<file path="config.mk">
export PLATFORM = sky130hd
export DESIGN_NAME = laser310_ram_seq
export DESIGN_NICKNAME = d
export VERILOG_FILES = /design/src/rtl/laser310_ram_seq.sv
export SDC_FILE = /design/constraint.sdc
export NUM_CORES = 1
export LEC_CHECK = 0
export CAP_MARGIN = 15
export CORE_MARGIN = 2
export CORE_UTILIZATION = 30
export DETAILED_ROUTE_END_ITERATION = 8
export GPL_ROUTABILITY_DRIVEN = 0
export HOLD_SLACK_MARGIN = 0.15
export PLACE_DENSITY = 0.55
export SYNTH_ARGS = -nofsm -noshare
export SYNTH_HDL_FRONTEND = slang
export SYNTH_SLANG_ARGS = --single-unit
</file>
<file path="constraint.sdc">
create_clock -name CLK -period 3.1 [get_ports CLK]
set_clock_uncertainty 0.1 [all_clocks]
set_input_delay 0.775 -clock CLK [delete_from_list [all_inputs] [get_ports CLK]]
set_output_delay 0.775 -clock CLK [all_outputs]
set_load 0.05 [all_outputs]
</file>
<file path="src/rtl/laser310_ram_seq.sv">
// Laser 310 64K expansion RAM bus sequencer: synchronises Z80 strobes, holds the bank
// register and drives registered SRAM strobes with write-enable setup and recovery.
module laser310_ram_seq #(
  parameter logic [1:0]  BANK_RESET = 2'b01,
  parameter logic [3:0]  IO_PORT    = 4'b0111,
  parameter int unsigned WE_DLY     = 1,
  parameter int unsigned LED_W      = 20
) (
  input  logic       CLK,
  input  logic       RST_N,
  input  logic [4:0] Addr,
  input  logic [3:0] AddrIO,
  input  logic       WR_N,
  input  logic       RD_N,
  input  logic       MREQ_N,
  input  logic       IORQ_N,
  input  logic [1:0] D1D0,
  output logic [1:0] RAM_A1514,
  output logic       RAM_CS_N,
  output logic       RAM_OE_N,
  output logic       RAM_WE_N,
  output logic [1:0] BANK,
  output logic       led1,
  output logic       led2
);

  typedef enum logic [2:0] {
    StIdle, StRdAct, StWrSetup, StWrAct, StRecover, StIoWr
  } state_e;

  state_e           state_q, state_d;
  logic [3:0]       sync1_q, sync2_q;  // {IORQ_N, MREQ_N, RD_N, WR_N}
  logic [2:0]       dly_q, dly_d;
  logic [1:0]       bank_q, bank_d;
  logic [1:0]       page_q, page_d;
  logic             cs_n_q, cs_n_d, oe_n_q, oe_n_d, we_n_q, we_n_d;
  logic [LED_W-1:0] cnt1_q, cnt1_d, cnt2_q, cnt2_d;

  logic       s_wr, s_rd, s_mreq, s_iorq;
  logic       win, memrd, memwr, iowr;
  logic [1:0] page_sel;

  assign s_wr   = sync2_q[0];
  assign s_rd   = sync2_q[1];
  assign s_mreq = sync2_q[2];
  assign s_iorq = sync2_q[3];

  assign win   = (Addr >= 5'h17);
  assign memrd = !s_mreq && s_iorq && !s_rd && s_wr && win;
  assign memwr = !s_mreq && s_iorq && s_rd && !s_wr && win;
  assign iowr  = !s_iorq && s_mreq && !s_wr && s_rd && (AddrIO == IO_PORT);

  // Page 0 is reserved for the 17h window; bank 0 aliases to page 1.
  assign page_sel = (Addr == 5'h17) ? 2'b00 : ((bank_q == 2'b00) ? 2'b01 : bank_q);

  always_comb begin
    state_d = state_q;
    dly_d   = dly_q;
    bank_d  = bank_q;
    page_d  = page_q;
    unique case (state_q)
      StIdle: begin
        if (memrd) begin
          state_d = StRdAct;
          page_d  = page_sel;
        end else if (memwr) begin
          state_d = StWrSetup;
          dly_d   = 3'(WE_DLY);
          page_d  = page_sel;
        end else if (iowr) begin
          state_d = StIoWr;
          bank_d  = D1D0;
        end
      end
      StRdAct: begin
        if (s_mreq || s_rd) state_d = StRecover;
      end
      StWrSetup: begin
        // An early strobe release aborts the write before any WE pulse.
        if (s_mreq || s_wr)     state_d = StRecover;
        else if (dly_q == 3'd0) state_d = StWrAct;
        else                    dly_d   = dly_q - 3'd1;
      end
      StWrAct: begin
        if (s_mreq || s_wr) state_d = StRecover;
      end
      StRecover: state_d = StIdle;
      StIoWr: begin
        if (s_iorq || s_wr) state_d = StIdle;
      end
      default: state_d = StIdle;
    endcase
  end

  // Strobes are decoded from the next state so they register on the transition edge.
  always_comb begin
    cs_n_d = !((state_d == StRdAct) || (state_d == StWrSetup) || (state_d == StWrAct));
    oe_n_d = (state_d != StRdAct);
    we_n_d = (state_d != StWrAct);
  end

  always_comb begin
    cnt1_d = cnt1_q;
    cnt2_d = cnt2_q;
    if ((state_q == StIdle) && ((state_d == StRdAct) || (state_d == StWrSetup))) begin
      cnt1_d = '1;
    end else if (cnt1_q != '0) begin
      cnt1_d = cnt1_q - 1'b1;
    end
    if ((state_q != StWrAct) && (state_d == StWrAct)) begin
      cnt2_d = '1;
    end else if (cnt2_q != '0) begin
      cnt2_d = cnt2_q - 1'b1;
    end
  end

  always_ff @(posedge CLK or negedge RST_N) begin
    if (!RST_N) begin
      sync1_q <= 4'hF;
      sync2_q <= 4'hF;
      state_q <= StIdle;
      dly_q   <= 3'd0;
      bank_q  <= BANK_RESET;
      page_q  <= 2'b00;
      cs_n_q  <= 1'b1;
      oe_n_q  <= 1'b1;
      we_n_q  <= 1'b1;
      cnt1_q  <= '0;
      cnt2_q  <= '0;
    end else begin
      sync1_q <= {IORQ_N, MREQ_N, RD_N, WR_N};
      sync2_q <= sync1_q;
      state_q <= state_d;
      dly_q   <= dly_d;
      bank_q  <= bank_d;
      page_q  <= page_d;
      cs_n_q  <= cs_n_d;
      oe_n_q  <= oe_n_d;
      we_n_q  <= we_n_d;
      cnt1_q  <= cnt1_d;
      cnt2_q  <= cnt2_d;
    end
  end

  assign RAM_A1514 = page_q;
  assign RAM_CS_N  = cs_n_q;
  assign RAM_OE_N  = oe_n_q;
  assign RAM_WE_N  = we_n_q;
  assign BANK      = bank_q;
  assign led1      = (cnt1_q != '0);
  assign led2      = (cnt2_q != '0);

endmodule
</file>
# ---- Yosys cells after proc, flatten, opt, wreduce, memory -nomap -nowiden
# Index checks and enable logic that the tools add are counted.
dict set report classes {
  addsub 3
  n_lt_le_gt_ge 1
  n_eq_ne 16
  n_mux 22
  bitwise 2
  n_reduce_logical 35
}
# operator count
set ops {}
lappend ops {{$mux W20} 4}
lappend ops {{$reduce_bool A20 Y1} 2}
lappend ops {{$sub A20 B1 Y20 const B} 2}
lappend ops {{$mux W3} 12}
lappend ops {{$pmux W3 S5} 1}
lappend ops {{$logic_and A1 B1 Y1} 13}
lappend ops {{$eq A3 B2 Y1 const B} 4}
lappend ops {{$mux W2} 4}
lappend ops {{$ne A2 B2 Y1 const B} 4}
lappend ops {{$reduce_bool A2 Y1} 4}
lappend ops {{$eq A3 B1 Y1 const B} 2}
lappend ops {{$logic_not A3 Y1} 2}
lappend ops {{$ne A3 B2 Y1 const B} 2}
lappend ops {{$pmux W3 S2} 1}
lappend ops {{$eq A5 B5 Y1 const B} 1}
lappend ops {{$ge A5 B5 Y1 const B} 1}
lappend ops {{$logic_not A1 Y1} 5}
lappend ops {{$logic_or A1 B1 Y1} 5}
lappend ops {{$reduce_and A5 Y1} 1}
lappend ops {{$eq A4 B3 Y1 const B} 1}
lappend ops {{$reduce_and A4 Y1} 1}
lappend ops {{$eq A3 B3 Y1 const B} 1}
lappend ops {{$ne A3 B1 Y1 const B} 1}
lappend ops {{$sub A3 B1 Y3 const B} 1}
lappend ops {{3 further kinds} 4}
dict set report totals {
  reg_bits 61
  in_bits 17
  out_inout_bits 9
  wordCells 90
}

# ---- Logic depth before layout (Yosys ltp)
dict set report depth {
  depth_word 13
  depth_mapped 8
  mapped_depth_nobuf 7
}

# ---- Worst setup path after synthesis
# Ideal clock, no wire load.
dict set report synth_timing {
  path_kind {register -> output}
  startpoint {register cnt1_q[4]}
  endpoint {output led1}
  arrival_ns 1.777
  t_required_ns 2.225
  path_slack_ns 0.448
  path_stages_with_launch 4
  path_buffers 0
  path_cell_list {dfrtp_1 or4_1 nor2_1 nand4_1}
}
dict set report synth_via {
  elab_chain_len 1
}
# item line
set synth_lines {}
lappend synth_lines {{start: declaration} 37} ;# logic [LED_W-1:0] cnt1_q, cnt1_d, cnt2_q, cnt2_d;
lappend synth_lines {{start signal: assignment} 140} ;# cnt1_q <= cnt1_d;
lappend synth_lines {{$reduce_bool A20 Y1} 150} ;# assign led1 = (cnt1_q != '0);
lappend synth_lines {{end: declaration} 23} ;# output logic led1,
# Every way passes these cells.

# ---- Final worst setup path
dict set report layout_timing {
  startpoint {register cnt2_q[0]}
  endpoint {output led2}
}
dict set report layout_via {
  elab_chain_len 1
}
# item line
set layout_lines {}
lappend layout_lines {{start: declaration} 37}
lappend layout_lines {{start signal: assignment} 141} ;# cnt2_q <= cnt2_d;
lappend layout_lines {{$reduce_bool A20 Y1} 151} ;# assign led2 = (cnt2_q != '0);
lappend layout_lines {{end: declaration} 24} ;# output logic led2
# Every way passes these cells.

==> flow_summary.yaml <==
hold_path:
  holdCritPathClass: "register to register"
  hp-start: "sync1_q[2]$_DFF_PN1_"
floorplan:
  ios: 26
  core-area_mm2: 0.009819
  dieWidth_um: 104.6
  die_height_um: 104.6
  rows: 36
  start_util: 0.3093
  dieArea_mm2: 0.01094
synthesis:
  syn_nets: 331
  synth.distinct_cells: 42
  synthTopCellsByArea: "dfrtp_1 40%, dfstp_2 10%, nand2_1 5.9%"
  yosys.area.top_type: "dfrtp_1"
  syn_inst: 310
  synth_async_sr_flop_share: 1.000
  synthFlopType: "dfrtp_1"
  synthesis.area_mm2: 0.003037
  synth-xor-area-share: 0.08364
  netlist_top_cells_count: "49 x dfrtp_1, 48 x nand2_1, 18 x nor2_1, 18 x nor3_1, 17 x xor2_1"
  synth_mux_area_frac: 0.01401
  synth_compound_area_frac: 0.08488
  synth_top_area_frac: 0.4038
  avgSynthCellArea_um2: 9.796
  synthAdderAreaFrac: 0.01648
  synth_enable_flop_cells: 0
  synth_seq_cells: 61
  synth-simple-area-share: 0.2674
  synthMostInstantiatedCell: "dfrtp_1"
  synth_top_family_by_area: "simple AND/OR/NAND/NOR gates"
  synth.yosys.seq_area_share: 0.5076
  yosysWarningCount: 0
sta:
  slew_headroom: 0.5894
  tightest_slew_ps: 610.3
  totalNegativeSetupSlack_ps: 0
  max_freq_mhz: 345.6
  final_hold_viol_count: 0
  slew_violations: 0
  rsz0062_at_grt: "no"
  setup_violations: 0
  post-route-period-util: 0.9333
  period_minus_slack_ps: 2893
worst_setup_path:
  start_kind: "register"
  cp.arrival_ps: 2020
  max_stage_delay_ps: 400
  path_class: "register to primary output"
  worstSetupStartpoint: "cnt2_q[0]$_DFFE_PN0P_"
  end_kind: "primary output"
  cp.required_ps: 2220
  cp_slowest_cell: "dfrtp_1"
  r2r-start: "state_q[2]$_DFF_PN0_"
  crit_chain: "inv_1 > ha_1 > nor4b_1 > nand4_1 > or2_2 > buf_4"
  path_max_fanout: 3
drt:
  wl_met2_um: 2702
  drtAntennaViolNets: 0
  top_layer: "met4"
  drc: 0
  first_pass_iters: 5
  routed_wirelength_um: 6087
  via_per_inst: 4.789
  m1WireLength_um: 3042
  wl_per_cell_um: 12.45
  drt-initial-drc-count: 116
  vias: 2342
  wl_met3_um: 265
finish:
  multi_input_area_mm2: 0.001416
  drive_above_1_share: 0.1376
  nFillCells: 1013
  area.growth.synth_to_final_pct: 22.46
  diodes: 0
  fin_nets: 372
  seq_area_mm2: 0.001541
  fin_area_mm2: 0.003719
power_and_ir_drop:
  power_frac_seq: 0.450
  switching_share: 0.3467
  p_sw_uw: 883.1
  p_comb_frac: 0.271
  ir_drop_mv: 0.3432
  power_frac_clock: 0.279
  leakage_uw: 0.001480
  p_int_uw: 1664
  powerDensity_mw_per_mm2: 685.1
global_route:
  grt_pass1_vias: 2363
  grt_pass1_wl_um: 10970
  antenna_found_initial: 0
  grt_max_degree: 39
  grt_overflow_total: 0
  grt_usage: 0.1219
outcome:
  status: "finished, final reports clean"
clocking:
  clock-root-buffer: "clkbuf_8"
  cts.sinks: 61
  clk_pin_slew_ps: 80
  cts_buffers: 9
  cts_buffer_depth: 2
  cts_tree: "done"
  hold_buffers: 0
  postCtsSetupBuffers: 0
  cts_resized: 0
  h-tree-depth: 3
  clk_latency_ps: 340
placed_design:
  post-dp-hpwl_um: 4355
  placed_area_mm2: 0.003520
  io_buffer_count: 25
run:
  maxCapViolCount: 0
==> power groups by stage <==
stage	registers (µW)	logic (µW)	clock network, µW
after floorplan	1160	456	0
after global placement	1160	683	0
after detailed placement	1160	694	0
after CTS	1150	699	733
after global routing	1180	789	771
final	1150	690	710
==> cells in the final DEF, fill, tap and decap left out, types with 3 or more instances in the layout <==
cell type / instances
nand4_1: 8
nor3b_1: 6
or3_1: 4
o21ai_0: 13
o211ai_1: 10
clkinv_4: 3
or4_1: 3
xor2_1: 17
dfrtp_1: 49
nand3_1: 11
o31ai_1: 4
nand2_1: 48
clkbuf_8: 9
inv_1: 12
nor3_1: 18
nand4b_1: 3
xnor2_1: 12
nor2_1: 18
ha_1: 4
nand2b_1: 3
nor4_1: 5
nor2b_1: 5
buf_4: 14
clkdlybuf4s50_1: 22
nor4b_1: 6
and3_1: 3
a21oi_1: 5
dfstp_2: 12
==> path summary, 6_finish.rpt <==
path,to,slack [ps],depth (start not counted)
setup / recovery,led2,210,6
hold / removal,sync2_q[2]$_DFF_PN1_,260,0
setup reg to reg,dly_q[1]$_DFFE_PN0P_,630,5
hold reg to reg,sync2_q[2]$_DFF_PN1_,260,0
max in group asynchronous,BANK[0]$_DFFE_PN1P_,1920,2
min in group asynchronous,cnt2_q[15]$_DFFE_PN0P_,320,1
==> layer usage <==
metal  global-route usage  vias to the layer above
met3              0.03681                        7
met1               0.1633                     1101
met4              0.04476                        0
met5                    0                        -
li1                     -                     1185
met2               0.1863                       49
==> worst max-delay path: cells and delay by family (launching register included) <==
kind | cells | cell delay [ps]
DFF | 1 | 400
adders and majority gates | 1 | 160
and+or+nand+nor | 3 | 850
buffers and inverters | 2 | 270
==> registers in the layout, summed over array words and instances, names as in the netlist <==
register,count
RAM_WE_N,1
cnt1_q,20
sync2_q,4
RAM_OE_N,1
RAM_A1514,2
BANK,2
RAM_CS_N,1
cnt2_q,20
dly_q,3
state_q,3
sync1_q,4
==> through the flow <==
stage / setup WS, ps / cells / utilization / power (µW) / hold slack [ps]
after global routing: 7.824 / 489 / 0.3787 / 2740 / 264.1
after global placement: 307.0 / 473 / 0.3584 / 1841 / 246.8
after detailed placement: 251.7 / 473 / 0.3584 / 1854 / 246.8
final: 206.7 / 489 / 0.3787 / 2547 / 255.1
after floorplan: 447.7 / 310 / - / 1620 / 245.2
after CTS: 198.0 / 489 / 0.3787 / 2580 / 255.4
==> kinds of logic (layout without fill, tap and decap cells) <==
| logic type | after synthesis | after routing |
|---|---|---|
| buffers and inverters | 20 | 66 |
| AO/OA/AOI/OAI | 40 | 40 |
| multiplexers | 4 | 4 |
| XOR/XNOR | 29 | 29 |
| AND/OR/NAND/NOR | 152 | 152 |
| adder cells (fa/ha/maj) | 4 | 4 |
| flip-flops | 61 | 61 |
==> cell type report <==
cell class | instances | share of cell area
Multi-Input combinational cell | 229 | 0.3809
Timing Repair Buffer | 38 | 0.09421
Clock buffer | 9 | 0.03331
Clock inverter | 7 | 0.02019
Tap cell | 133 | 0.04475
Sequential cell | 61 | 0.4145
Inverter | 12 | 0.01211
No activity file was read; power rests on OpenSTA's default activity.
